===== src/rtl/confreg_responder.sv =====
// Memory-mapped config/peripheral registers on the data SRAM bus.
// Scratch, LED, switch, timer, 7-seg and UART TX FIFO with SRAM-like timing.
module confreg_responder #(
    parameter logic [15:0] BASE_HI    = 16'hbfaf,
    parameter int          UART_DEPTH = 4
) (
    input  logic        clk,
    input  logic        reset,
    input  logic        data_sram_en,
    input  logic [3:0]  data_sram_we,
    input  logic [31:0] data_sram_addr,
    input  logic [31:0] data_sram_wdata,
    output logic [31:0] data_sram_rdata,
    input  logic [7:0]  switch,
    output logic [15:0] led,
    output logic [31:0] num_data,
    output logic        timer_irq,
    output logic        uart_tx_valid,
    output logic [7:0]  uart_tx_data,
    input  logic        uart_tx_ready
);
    localparam int PW = $clog2(UART_DEPTH);
    localparam int CW = PW + 1;

    localparam logic [13:0] O_S0   = 14'h00;
    localparam logic [13:0] O_S1   = 14'h01;
    localparam logic [13:0] O_LED  = 14'h04;
    localparam logic [13:0] O_SW   = 14'h05;
    localparam logic [13:0] O_TIM  = 14'h08;
    localparam logic [13:0] O_TCMP = 14'h09;
    localparam logic [13:0] O_TCTL = 14'h0a;
    localparam logic [13:0] O_UD   = 14'h0c;
    localparam logic [13:0] O_US   = 14'h0d;
    localparam logic [13:0] O_NUM  = 14'h10;

    function automatic logic [31:0] merge(input logic [31:0] old,
                                          input logic [31:0] wd,
                                          input logic [3:0]  be);
        logic [31:0] r;
        for (int i = 0; i < 4; i++)
            r[8*i +: 8] = be[i] ? wd[8*i +: 8] : old[8*i +: 8];
        return r;
    endfunction

    logic [31:0] scratch0, scratch1, timer, tcmp, num;
    logic [15:0] led_q;
    logic        t_en, t_irq_en, pend, ovf;
    logic [7:0]  sw_s1, sw_s2;
    logic [7:0]  mem [UART_DEPTH];
    logic [PW-1:0] rp, wp;
    logic [CW-1:0] cnt;

    logic        hit, wr, rd;
    logic [13:0] off;
    logic [31:0] rsel, led_m;
    logic        full, empty, pop, push_req, push_ok, pend_set;
    logic [3:0]  cnt4;
    logic        unused_bits;

    assign unused_bits = ^data_sram_addr[1:0];

    assign off = data_sram_addr[15:2];
    assign hit = data_sram_en & (data_sram_addr[31:16] == BASE_HI);
    assign wr  = hit & (|data_sram_we);
    assign rd  = hit & (data_sram_we == 4'b0);

    assign led_m = merge({16'b0, led_q}, data_sram_wdata, data_sram_we);

    assign full     = (cnt == CW'(UART_DEPTH));
    assign empty    = (cnt == '0);
    assign cnt4     = 4'(cnt);
    assign pop      = uart_tx_valid & uart_tx_ready;
    assign push_req = wr & (off == O_UD) & data_sram_we[0];
    // A push into a full FIFO still lands if the head leaves this cycle
    assign push_ok  = push_req & (~full | pop);
    assign pend_set = t_en & (timer == tcmp);

    assign led           = led_q;
    assign num_data      = num;
    assign timer_irq     = pend & t_irq_en;
    assign uart_tx_valid = ~empty;
    assign uart_tx_data  = mem[rp];

    always_comb begin
        rsel = '0;
        case (off)
            O_S0:   rsel = scratch0;
            O_S1:   rsel = scratch1;
            O_LED:  rsel = {16'b0, led_q};
            O_SW:   rsel = {24'b0, sw_s2};
            O_TIM:  rsel = timer;
            O_TCMP: rsel = tcmp;
            O_TCTL: rsel = {29'b0, pend, t_irq_en, t_en};
            O_US:   rsel = {24'b0, cnt4, 1'b0, ovf, empty, full};
            O_NUM:  rsel = num;
            default: rsel = '0;
        endcase
    end

    always_ff @(posedge clk or posedge reset) begin
        if (reset) begin
            scratch0        <= '0;
            scratch1        <= '0;
            led_q           <= '0;
            timer           <= '0;
            tcmp            <= '0;
            num             <= '0;
            t_en            <= 1'b0;
            t_irq_en        <= 1'b0;
            pend            <= 1'b0;
            data_sram_rdata <= '0;
            sw_s1           <= '0;
            sw_s2           <= '0;
        end else begin
            sw_s1 <= switch;
            sw_s2 <= sw_s1;
            if (data_sram_en & ~hit)
                data_sram_rdata <= '0;
            else if (rd)
                data_sram_rdata <= rsel;
            if (wr & (off == O_S0))
                scratch0 <= merge(scratch0, data_sram_wdata, data_sram_we);
            if (wr & (off == O_S1))
                scratch1 <= merge(scratch1, data_sram_wdata, data_sram_we);
            if (wr & (off == O_LED))
                led_q <= led_m[15:0];
            if (wr & (off == O_TCMP))
                tcmp <= merge(tcmp, data_sram_wdata, data_sram_we);
            if (wr & (off == O_NUM))
                num <= merge(num, data_sram_wdata, data_sram_we);
            if (wr & (off == O_TIM))
                timer <= merge(timer, data_sram_wdata, data_sram_we);
            else if (t_en)
                timer <= timer + 32'd1;
            if (wr & (off == O_TCTL) & data_sram_we[0]) begin
                t_en     <= data_sram_wdata[0];
                t_irq_en <= data_sram_wdata[1];
            end
            if (pend_set)
                pend <= 1'b1;
            else if (wr & (off == O_TCTL) & data_sram_we[0] & data_sram_wdata[2])
                pend <= 1'b0;
        end
    end

    always_ff @(posedge clk or posedge reset) begin
        if (reset) begin
            rp  <= '0;
            wp  <= '0;
            cnt <= '0;
            ovf <= 1'b0;
            for (int i = 0; i < UART_DEPTH; i++)
                mem[i] <= '0;
        end else begin
            if (push_ok) begin
                mem[wp] <= data_sram_wdata[7:0];
                wp      <= wp + 1'b1;
            end
            if (pop)
                rp <= rp + 1'b1;
            if (push_ok & ~pop)
                cnt <= cnt + 1'b1;
            else if (~push_ok & pop)
                cnt <= cnt - 1'b1;
            if (push_req & full & ~pop)
                ovf <= 1'b1;
            else if (wr & (off == O_US) & data_sram_we[0] & data_sram_wdata[2])
                ovf <= 1'b0;
        end
    end
endmodule

===== config.mk =====
export PLATFORM = sky130hd
export DESIGN_NAME = confreg_responder
export DESIGN_NICKNAME = d
export VERILOG_FILES = /design/src/rtl/confreg_responder.sv
export SDC_FILE = /design/constraint.sdc
export NUM_CORES = 1
export LEC_CHECK = 0
export CELL_PAD_IN_SITES_DETAIL_PLACEMENT = 2
export CELL_PAD_IN_SITES_GLOBAL_PLACEMENT = 2
export CORE_MARGIN = 5
export CORE_UTILIZATION = 40
export CTS_CLUSTER_DIAMETER = 50
export DETAILED_ROUTE_END_ITERATION = 10
export PLACE_DENSITY_LB_ADDON = 0.2
export SYNTH_ARGS = -nofsm -noshare
export SYNTH_HDL_FRONTEND = slang
export SYNTH_SLANG_ARGS = --single-unit

===== constraint.sdc =====
create_clock -name clk -period 18.2 [get_ports clk]
set_input_delay 3.64 -clock clk [delete_from_list [all_inputs] [get_ports clk]]
set_output_delay 3.64 -clock clk [all_outputs]
set_load 0.1 [all_outputs]

==> results.yml <==
sta:
  tightest_slew_ns: 1.150
  fin_setup_tns_ns: 0
  min_period_ns: 6.973
  rsz0062_at_grt: "false"
  max_freq_ghz: 0.1434
  holdWs_ns: 0.3415
  max_slew_margin_pct: 23.10
  hold_viol_final: 0
  min_period_over_period_pct: 38.31
  setup_viol: 0
  clock_skew_ns: 0.007229
  drv_slew: 0
route:
  routed_via_density: 6.104
  drt_iter0_markers: 639
  route.detailed.drc: 0
  wirelength_um: 47730
  num_vias: 10110
  post_drt_wl_per_cell_um: 28.82
  ant_nets: 0
  detail_route.first_pass.iterations: 7
clock_tree:
  cts_tree: "done"
  post_cts_resized: 0
  path_clk_slew_ns: 0.06
  post_cts_buffers: 0
  cts-root-buf: "clkbuf_16"
  hold_buffers: 0
  worstSkewPairLatency_ns: 0.53
  clock_path_buffers: 3
  htreeDepth: 2
  cts.sinks: 267
  cts_buffers: 38
final_layout:
  utilization_pct: 51.16
  final_common_cell: "dfrtp_1"
  design_area_um2: 16230
  diodes: 0
  final_cell_mix: "267 x dfrtp_1, 178 x mux2_2, 167 x clkdlybuf4s50_1, 69 x nand2_1, 46 x o21ai_0"
  fin_nets: 1312
  area_growth_pct: 25.73
  drive_gt1_share_pct: 24.48
floorplan:
  io_pins: 170
  die_h_um: 189.6
  start_util_pct: 40.69
  die_w_um: 189.6
  die_area_um2: 35960
  coreArea_um2: 31720
  rows: 65
global_route:
  grt_pass1_vias: 11500
  grt_pass1_wl_um: 73040
  grt_antenna_before_repair: 0
  grt_overflow: 0
  grt_usage_pct: 26.38
  grt_max_degree: 136
synthesis:
  synth-main-ff-cell: "dfrtp_1"
  yosysTopAreaCell: "dfrtp_1"
  synth_top_area_share_pct: 51.77
  ys_types: 68
  synth_edf_count: 0
  synth.cell_area_um2: 12910
  avgSynthCellArea_um2: 12.06
  syn-num-nets: 1157
  ys_ff_latch: 267
  yosysWarnings: 0
  ys_seq_area_share_pct: 51.77
  synthArstFlopShare_pct: 100.0
  netlist_instances: 1070
  synthTopCellsByArea: "dfrtp_1 52%, mux2_2 16%, nand2_1 2.0%"
placed_design:
  dp_hpwl_um: 32370
  io_buffers: 167
  place_area_um2: 14940
  routabilityCongestion: 0.8497
setup_path:
  max_stage_delay_ns: 1.04
  crit_path_cell_trace: "clkdlybuf4s50_1 > nor4_4 > nand3_1 > nor2_2 > and3_1 > mux2_2"
  critPathCaptureType: "flip-flop"
  path_buf_inv: 1
  critPathRequiredTime_ns: 18.60
  cp.arrival_ns: 7.37
  critPathMaxFanout: 13
  crit_slowest_cell: "nor2_2"
  path_delay_family: "simple AND/OR/NAND/NOR gates"
  cp-start-kind: "input port"
  path_class: "input port to flip-flop"
min_path:
  hold_path.class: "flip-flop to flip-flop"
power_and_ir_drop:
  max-vdd-ir-drop_uv: 71.31
  power.density_nw_per_um2: 86.19
  power.leakage_nw: 7.261
status:
  outcome: "finished clean"
job:
  cap_violations: 0
## through the flow
step           setup WS (ns)  cells  total power (W)
5_1_grt                11.18   1656         0.001441
4_1_cts                11.28   1656         0.001410
3_3_place_gp           10.87   1587        0.0006594
2_1_floorplan          7.206   1070        0.0006259
3_5_place_dp           10.83   1587        0.0006603
6_report               11.23   1656         0.001399
## cell families after synthesis
family,count (synthesis),synth area share [%]
multiplexers,210,19.26
adder cells (fa/ha/maj),7,0.7368
buffers and inverters,80,2.569
flip-flops,267,51.77
AO/OA/AOI/OAI,212,11.78
XOR/XNOR,39,2.647
AND/OR/NAND/NOR,255,11.24
## routing by layer
metal / wire [µm] / part of all wire (%) / GRT usage [%]
met1: 19160 / 40 / 33.21
met3: 2282 / 4.8 / 3.798
met4: 1573 / 3.3 / 8.681
met5: 0 / 0 / 0
met2: 24720 / 52 / 46.84
## path summary, 6_finish.rpt
| path | end | start | slack (ns) | cells past startpoint |
|---|---|---|---|---|
| setup / recovery | tcmp[19] | data_sram_addr[11] | 11.23 | 6 |
| hold / removal | sw_s2[5] | sw_s1[5] | 0.34 | 0 |
| setup reg to reg | timer[12] | timer[0] | 15.46 | 7 |
| hold reg to reg | sw_s2[5] | sw_s1[5] | 0.34 | 0 |
| max in group asynchronous | num_data[23] | reset | 13.25 | 3 |
| min in group asynchronous | data_sram_rdata[11] | reset | 3.67 | 2 |
## final cells by class
type	count	area (µm²)
clock inverters	21	195.2
clock buffers	48	1092
multi-input cells	723	5902
well taps	402	503.0
repair buffers	182	1797
flip-flops and latches	267	6681
inverters	13	56.30
fillers	3063	15490
## cells in the mapped netlist (all sizes together), types with 3 or more instances
cell / n
dfrtp: 267
mux2: 188
nand2: 75
o21ai: 46
nor2: 39
a22oi: 34
clkbuf: 34
buf: 33
nand3: 32
a21oi: 27
xnor2: 22
nand4: 20
xor2: 17
nor3: 16
a222oi: 15
and3: 15
nor4: 14
inv: 13
and2: 12
a22o: 11
mux2i: 11
mux4: 11
a221oi: 9
and4: 9
o21a: 8
o22ai: 8
o211ai: 7
o221a: 7
a211oi: 6
a21o: 6
ha: 6
o211a: 6
a31oi: 4
nand3b: 4
nor2b: 4
a221o: 3
nand4b: 3
o31ai: 3
or3: 3
## flip-flops by register name (all words and copies together) (netlist names), 2 cells and up
signal and cells:
led 16, cnt 3, scratch0 32, rp 2, data_sram_rdata 32, timer 32, mem 32, tcmp 32
sw_s2 8, scratch1 32, sw_s1 8, num_data 32, wp 2
## where the power goes
| group | total, W | internal (W) | switching (W) |
|---|---|---|---|
| clock | 0.000749 | 0.000458 | 0.000292 |
| combinational | 0.0000528 | 0.0000192 | 0.0000336 |
| sequential | 0.000596 | 0.000596 | 0.000000689 |
| total | 0.00140 | 0.00107 | 0.000326 |
Note: power is estimated with default switching activity, not from simulation.
